### config.mk
export PLATFORM = sky130hd
export DESIGN_NAME = reg_load_sequencer
export DESIGN_NICKNAME = d
export VERILOG_FILES = /design/src/rtl/reg_seq_pkg.sv /design/src/rtl/btn_debouncer.sv /design/src/rtl/reg_load_sequencer.sv
export SDC_FILE = /design/constraint.sdc
export NUM_CORES = 1
export LEC_CHECK = 0
export BUFFER_PORTS_ARGS = -buffer_cell sky130_fd_sc_hd__clkbuf_2
export CORE_MARGIN = 1.5
export CORE_UTILIZATION = 44
export CTS_CLUSTER_SIZE = 10
export DETAILED_ROUTE_END_ITERATION = 8
export PLACE_DENSITY = 0.62
export SLEW_MARGIN = 30
export SYNTH_ARGS = -nofsm -noshare
export SYNTH_HDL_FRONTEND = slang
export SYNTH_HIERARCHICAL = 1
export SYNTH_SLANG_ARGS = --single-unit
### constraint.sdc
create_clock -name clk -period 2.6 [get_ports clk]
set_clock_uncertainty 0.15 [all_clocks]
set_input_delay 0.52 -clock clk [delete_from_list [all_inputs] [get_ports clk]]
set_output_delay 0.52 -clock clk [all_outputs]
set_load 0.02 [all_outputs]
### src/rtl/reg_seq_pkg.sv
// Shared types and defaults for the display-register load sequencer.
package reg_seq_pkg;

  typedef enum logic [1:0] {IDLE, LOAD, HOLD} seq_state_t;

  localparam int unsigned DEFAULT_DEBOUNCE = 1_000_000;

endpackage : reg_seq_pkg

### src/rtl/btn_debouncer.sv
// Two-flop synchroniser, stable-count debouncer and rising-edge detect
// for the raw push-button.
module btn_debouncer
  import reg_seq_pkg::*;
#(
  parameter int unsigned DEBOUNCE_CYCLES = DEFAULT_DEBOUNCE
) (
  input  logic clk,
  input  logic reset,
  input  logic btn_raw,
  output logic level,
  output logic rise_pulse
);

  localparam int unsigned CNT_W = (DEBOUNCE_CYCLES > 1) ? $clog2(DEBOUNCE_CYCLES) : 1;
  localparam logic [CNT_W-1:0] CNT_LAST = CNT_W'(DEBOUNCE_CYCLES - 1);

  logic             s1_q;
  logic             s2_q;
  logic [CNT_W-1:0] cnt_q, cnt_d;
  logic             deb_q, deb_d;
  logic             deb_dly_q;

  // Level only moves after the synchronised input differs for a full window
  always_comb begin
    cnt_d = cnt_q;
    deb_d = deb_q;
    if (s2_q == deb_q) begin
      cnt_d = '0;
    end else if (cnt_q == CNT_LAST) begin
      deb_d = s2_q;
      cnt_d = '0;
    end else begin
      cnt_d = cnt_q + CNT_W'(1);
    end
  end

  always_ff @(posedge clk) begin
    if (reset) begin
      s1_q      <= 1'b0;
      s2_q      <= 1'b0;
      cnt_q     <= '0;
      deb_q     <= 1'b0;
      deb_dly_q <= 1'b0;
    end else begin
      s1_q      <= btn_raw;
      s2_q      <= s1_q;
      cnt_q     <= cnt_d;
      deb_q     <= deb_d;
      deb_dly_q <= deb_q;
    end
  end

  assign level      = deb_q;
  assign rise_pulse = deb_q & ~deb_dly_q;

endmodule : btn_debouncer

### src/rtl/reg_load_sequencer.sv
// Turns each debounced button press into one load strobe, steered
// round-robin to a single register or broadcast to all of them.
module reg_load_sequencer
  import reg_seq_pkg::*;
#(
  parameter int unsigned DEBOUNCE_CYCLES = DEFAULT_DEBOUNCE,
  parameter int unsigned DATA_W          = 4,
  parameter int unsigned NUM_REGS        = 2,
  localparam int unsigned SEL_W          = $clog2(NUM_REGS)
) (
  input  logic                clk,
  input  logic                reset,
  input  logic                btn_raw,
  input  logic [DATA_W-1:0]   sw_data,
  input  logic                sw_all,
  output logic [NUM_REGS-1:0] load_en,
  output logic [DATA_W-1:0]   load_data,
  output logic [SEL_W-1:0]    sel,
  output logic                busy
);

  localparam logic [NUM_REGS-1:0] EN_LSB   = NUM_REGS'(1);
  localparam logic [SEL_W-1:0]    SEL_LAST = SEL_W'(NUM_REGS - 1);

  logic deb_level;
  logic press;

  seq_state_t          state_q, state_d;
  logic [NUM_REGS-1:0] load_en_q, load_en_d;
  logic [DATA_W-1:0]   load_data_q, load_data_d;
  logic [SEL_W-1:0]    sel_q, sel_d;
  logic                busy_q, busy_d;
  logic                mode_q, mode_d;

  btn_debouncer #(
    .DEBOUNCE_CYCLES (DEBOUNCE_CYCLES)
  ) u_debouncer (
    .clk        (clk),
    .reset      (reset),
    .btn_raw    (btn_raw),
    .level      (deb_level),
    .rise_pulse (press)
  );

  // Press capture, one strobe cycle, then wait out the debounced release
  always_comb begin
    state_d     = state_q;
    load_en_d   = '0;
    load_data_d = load_data_q;
    sel_d       = sel_q;
    busy_d      = busy_q;
    mode_d      = mode_q;
    case (state_q)
      IDLE: begin
        if (press) begin
          load_data_d = sw_data;
          mode_d      = sw_all;
          busy_d      = 1'b1;
          state_d     = LOAD;
        end
      end
      LOAD: begin
        if (mode_q) begin
          load_en_d = '1;
        end else begin
          load_en_d = EN_LSB << sel_q;
          sel_d     = (sel_q == SEL_LAST) ? '0 : sel_q + SEL_W'(1);
        end
        state_d = HOLD;
      end
      HOLD: begin
        if (!deb_level) begin
          busy_d  = 1'b0;
          state_d = IDLE;
        end
      end
      default: begin
        state_d = IDLE;
      end
    endcase
  end

  always_ff @(posedge clk) begin
    if (reset) begin
      state_q     <= IDLE;
      load_en_q   <= '0;
      load_data_q <= '0;
      sel_q       <= '0;
      busy_q      <= 1'b0;
      mode_q      <= 1'b0;
    end else begin
      state_q     <= state_d;
      load_en_q   <= load_en_d;
      load_data_q <= load_data_d;
      sel_q       <= sel_d;
      busy_q      <= busy_d;
      mode_q      <= mode_d;
    end
  end

  assign load_en   = load_en_q;
  assign load_data = load_data_q;
  assign sel       = sel_q;
  assign busy      = busy_q;

endmodule : reg_load_sequencer

== Word-level counts from Yosys, hierarchy flattened ==
Cells that the tools add are included.
Storage, ports and cells
  logic and storage cells: 42
  output and inout bits: 8
  register bits after elaboration: 35
  input port bits: 8
Operators by class
  bitwise logic cells: 5
  reduce and logical (&&, ||, !) cells: 9
  shift operators: 1
  mux-type cells: 8
  add/sub/neg operators: 2
  eq/ne operators: 6
Operators with widths (number)
  adder 20 x 1 -> 20 bit, second input constant: 1
  == test 20 bit, second input constant: 1
  AND reduction 2 bit: 4
  2-to-1 mux 2 bit: 3
  case mux 2 bit (3 select lines): 1
  != test 2 bit, second input constant: 2
  inverter 1 bit: 4
  2-to-1 mux 1 bit: 3
  AND reduction 3 bit: 1
  OR reduction 3 bit: 1
  == test 2 x 1 -> 1 bit, second input constant: 1
  == test 2 bit, second input constant: 1
  zero test 2 bit: 1
  case mux 1 bit (2 select lines): 1
  nonzero test 2 bit: 1
  OR reduction 2 bit: 1
  << shifter 1 x 1 -> 2 bit, first input constant: 1
  adder 1 bit, second input constant: 1
  AND 1 bit: 1
  == test 1 bit: 1

== Depth between registers and ports, before layout ==
  depth after elaboration: 4
  gate-level depth with buffers: 7
  mapped depth without buffers: 5

== Cells and area by module ==
The synthesis kept the hierarchy.
Modules (own cells, without submodules)
  btn_debouncer: area an instance 1048.5 sq um, sequential area each 480.5 sq um, times used 1, cells an instance 116
  reg_load_sequencer: area an instance 480.5 sq um, sequential area each 220.2 sq um, times used 1, cells an instance 45

== Worst setup path after synthesis ==
OpenSTA, ideal clock, no wires.
  kind: reg-to-reg
  start: register u_debouncer.cnt_q[0]
  end: register u_debouncer.cnt_q[18]
  cell stages (with the launch flop): 7
  period minus slack after synthesis: 2.123 ns
  setup time: 0.070 ns
  setup slack: 0.477 ns
  path buffers: 1
  arrival: 1.903 ns
  data required time: 2.380 ns
  cells stage by stage: dfxtp_1 -> ha_1 -> nand2_4 -> or4_1 -> buf_2 -> or4_1 -> a21oi_1
Between the ends
  word-level cells in the longest chain between the ends: 2
  elaborated cells on any way between the ends: 3
  those cells by class: add/sub (1); eq/ne (1); reduce/logical (1)
RTL lines
  from (decl): RTL line btn_debouncer.sv:20  | logic [CNT_W-1:0] cnt_q, cnt_d;
  from (signal assigned): RTL line btn_debouncer.sv:48  | cnt_q <= cnt_d;
  parallel branches: the longest is 2 deep, another holds adder 20 x 1 -> 20 bit
Several ways; the timed one is not identified.
A chain may end at the register's enable or synchronous reset.

== Worst setup path in the final report ==
Same ends and word-level chain as after synthesis.

==> results_dict.tcl <==
set metrics [dict create \
    finalSetupTns_ns 0 \
    final_antenna_net_count 0 \
    start_util 0.458 \
    yosysTopAreaCell "dfxtp_1" \
    drtIter0Drc 43 \
    netlist.area_leader.share 0.458 \
    vias 1129 \
    slew_headroom 0.686 \
    postCtsSetupBuffers 0 \
    clkTransAtPathRegs_ns 0.11 \
    clkPwrFrac 0.338 \
    wire_per_inst_um 10.9 \
    tightest_slew_ns 0.465 \
    p_leak_nw 0.568 \
    outcome "finished clean" \
    synthMuxAreaShare 0.0475 \
    synth_compound_area_frac 0.0687 \
    yosys_warnings 6 \
    io_pins 16 \
    routed_wl_um 2470 \
    critPathKind "reg -> reg" \
    cts_sinks 35 \
    synth_top_family_by_area "simple AND/OR/NAND/NOR gates" \
    drive_gt1_frac 0.199 \
    cp_max_fo 7 \
    cap_violations 0 \
    dieArea_sq_um 3840 \
    die_h_um 62.0 \
    seqPwrFrac 0.638 \
    diodes 0 \
    synth_area_sq_um 1530 \
    max-clock-path-buffers 2 \
    synth_nets 170 \
    die_x_um 62.0 \
    grt_start_max_net_pins 24 \
    nets 189 \
    hpwl_um 1740 \
    vdd_ir_drop_max_v 0.000296 \
    avgSynthCellArea_sq_um 9.50 \
    drc 0 \
    cts_tree "yes" \
    switching_share 0.228 \
    place_congestion 0.766 \
    synth_fa_ha_area_frac 0.00818 \
    postSynthCellCount 161 \
    synth-seq-cells 35 \
    end_kind "flop" \
    p_per_area_nw_per_um2 496 \
    p_comb_frac 0.024 \
    grt_setup_unrepaired "no" \
    holdBufCountCts 0 \
    synthSimpleGateAreaFrac 0.315 \
    io_buffers 15 \
    cp-start-kind "flop" \
    synth_xor_area_frac 0.0687 \
    fin_util 0.510 \
    grt_pass1_wl_um 4160 \
    critPathArrivalTime_ns 2.37 \
    cts_root_buf "clkbuf_4" \
    min_period_ns 2.24 \
    cts_resized 0 \
    htreeDepth 2 \
    grt_pass1_vias 1020 \
    insertion_delay_ns 0.35 \
    finalSetupViolCount 0 \
    numCtsBuffers 5 \
    synthTopCellsByArea "dfxtp_1 46%, xnor2_1 5.2%, nand2b_1 4.9%, nor2_1 3.9%, mux2i_1 3.3%" \
    p_sw_mw 0.193 \
    fmax_mhz 446 \
    grt_overflow_total 0 \
    routed_via_density 4.97 \
    intPower_mw 0.652 \
    min_path_type "in -> reg" \
    rows 21 \
    antenna_found_initial 0 \
    core_sq_um 3340 \
    synth.distinct_cells 36 \
    fin_crit_sh 0.862 \
    ys_seq_area_frac 0.458 \
    slew_viol_final 0 \
    drt_pass1_iterations 4 \
    cp.required_ns 2.73 \
    hold_violations 0 \
    grt_usage 0.151 \
    area_growth_pct 11.3 \
]
-- flip-flops by register name (all words and copies together), names as in the netlist --
signal	flops
state_q	2
mode_q	1
u_debouncer/deb_dly_q	1
u_debouncer/s2_q	1
load_en	2
busy	1
u_debouncer/cnt_q	20
load_data	4
sel	1
u_debouncer/s1_q	1
u_debouncer/level	1
-- per-layer routing --
layer | wire length (um) | GRT usage | up-vias
met5 | 0 | 0 | -
met3 | 109 | 0.0683 | 6
met4 | 54 | 0.0729 | 0
met1 | 1200 | 0.184 | 514
met2 | 1100 | 0.225 | 17
li1 | - | - | 592
-- power groups by stage --
stage	Sequential [mW]	Combinational (mW)	Clock, mW
floorplan	0.551	0.0116	0
global placement	0.551	0.0195	0
detailed placement	0.551	0.0201	0
CTS	0.539	0.0202	0.296
global route	0.539	0.0220	0.324
finish	0.539	0.0199	0.286
-- cell usage after synthesis --
cell type	number
nor4b_1	2
or3_1	6
nor4_1	1
nand3_1	6
a21oi_1	8
or2_2	1
nor2_1	16
nor3b_2	2
a2111oi_2	1
nand2_1	4
nand4_2	1
nand3b_1	1
o21ai_0	5
o31ai_1	2
and4_1	1
buf_2	2
buf_6	1
and3_1	1
clkbuf_1	2
mux2_2	2
nand4_1	1
xnor2_1	9
dfxtp_1	35
nand2_4	1
mux2i_1	5
ha_1	1
nand3_2	2
nor3_1	7
nor3b_4	1
xor2_1	3
inv_1	6
a311o_1	1
nor2b_2	1
or4_1	4
nand2b_1	12
nor2b_1	7
-- kinds of logic after synthesis --
group           after synthesis
buf+inv                      11
xor+xnor                     12
mux                           7
simple gates                 78
fa+ha+maj                     1
compound gates               17
flops                        35
-- stage by stage --
| step | instance area, sq um | setup slack [ns] | instances | hold WS [ns] | power, mW |
|---|---|---|---|---|---|
| finish | 1700 | 0.358 | 227 | 0.234 | 0.845 |
| global route | 1700 | 0.239 | 227 | 0.241 | 0.886 |
| CTS | 1700 | 0.356 | 227 | 0.220 | 0.855 |
| detailed placement | 1650 | 0.381 | 219 | 0.279 | 0.571 |
| global placement | 1650 | 0.422 | 219 | 0.273 | 0.570 |
| floorplan | 1530 | 0.477 | 161 | 0.264 | 0.562 |
-- final timing paths --
check / depth (start not counted) / start / slack (ns) / end
min reg2reg: 1 / u_debouncer/cnt_q[0] / 0.32 / u_debouncer/cnt_q[0]
max: 5 / u_debouncer/cnt_q[0] / 0.36 / u_debouncer/cnt_q[18]
max reg2reg: 5 / u_debouncer/cnt_q[0] / 0.36 / u_debouncer/cnt_q[18]
min: 2 / btn_raw / 0.23 / u_debouncer/s1_q
-- cell type report --
type / instances / area, sq um
fillers: 335 / 1640
multi-input cells: 115 / 777
flip-flops and latches: 35 / 701
repair buffers: 17 / 90.1
well taps: 46 / 57.6
clock buffers: 6 / 41.3
inverters: 6 / 22.5
clock inverters: 2 / 12.5
-- cell usage in the layout (no fill, tap or decap), types with 6 or more instances in the layout --
cell type  synthesis  routed
dfxtp_1           35      35
nor2_1            16      16
nor3_1             7       7
or3_1              6       6
xnor2_1            9       9
inv_1              6       6
a21oi_1            8       8
nor2b_1            7       7
clkbuf_2           0      15
nand3_1            6       6
nand2b_1          12      12
-- worst max-delay path: stages (launching register included) --
cell     delay (ns)
dfxtp_1        0.39
ha_1           0.27
nand2_4        0.08
or4_1          0.65
or4_1          0.50
a21oi_1        0.15
(Power assumes the default switching activity.)
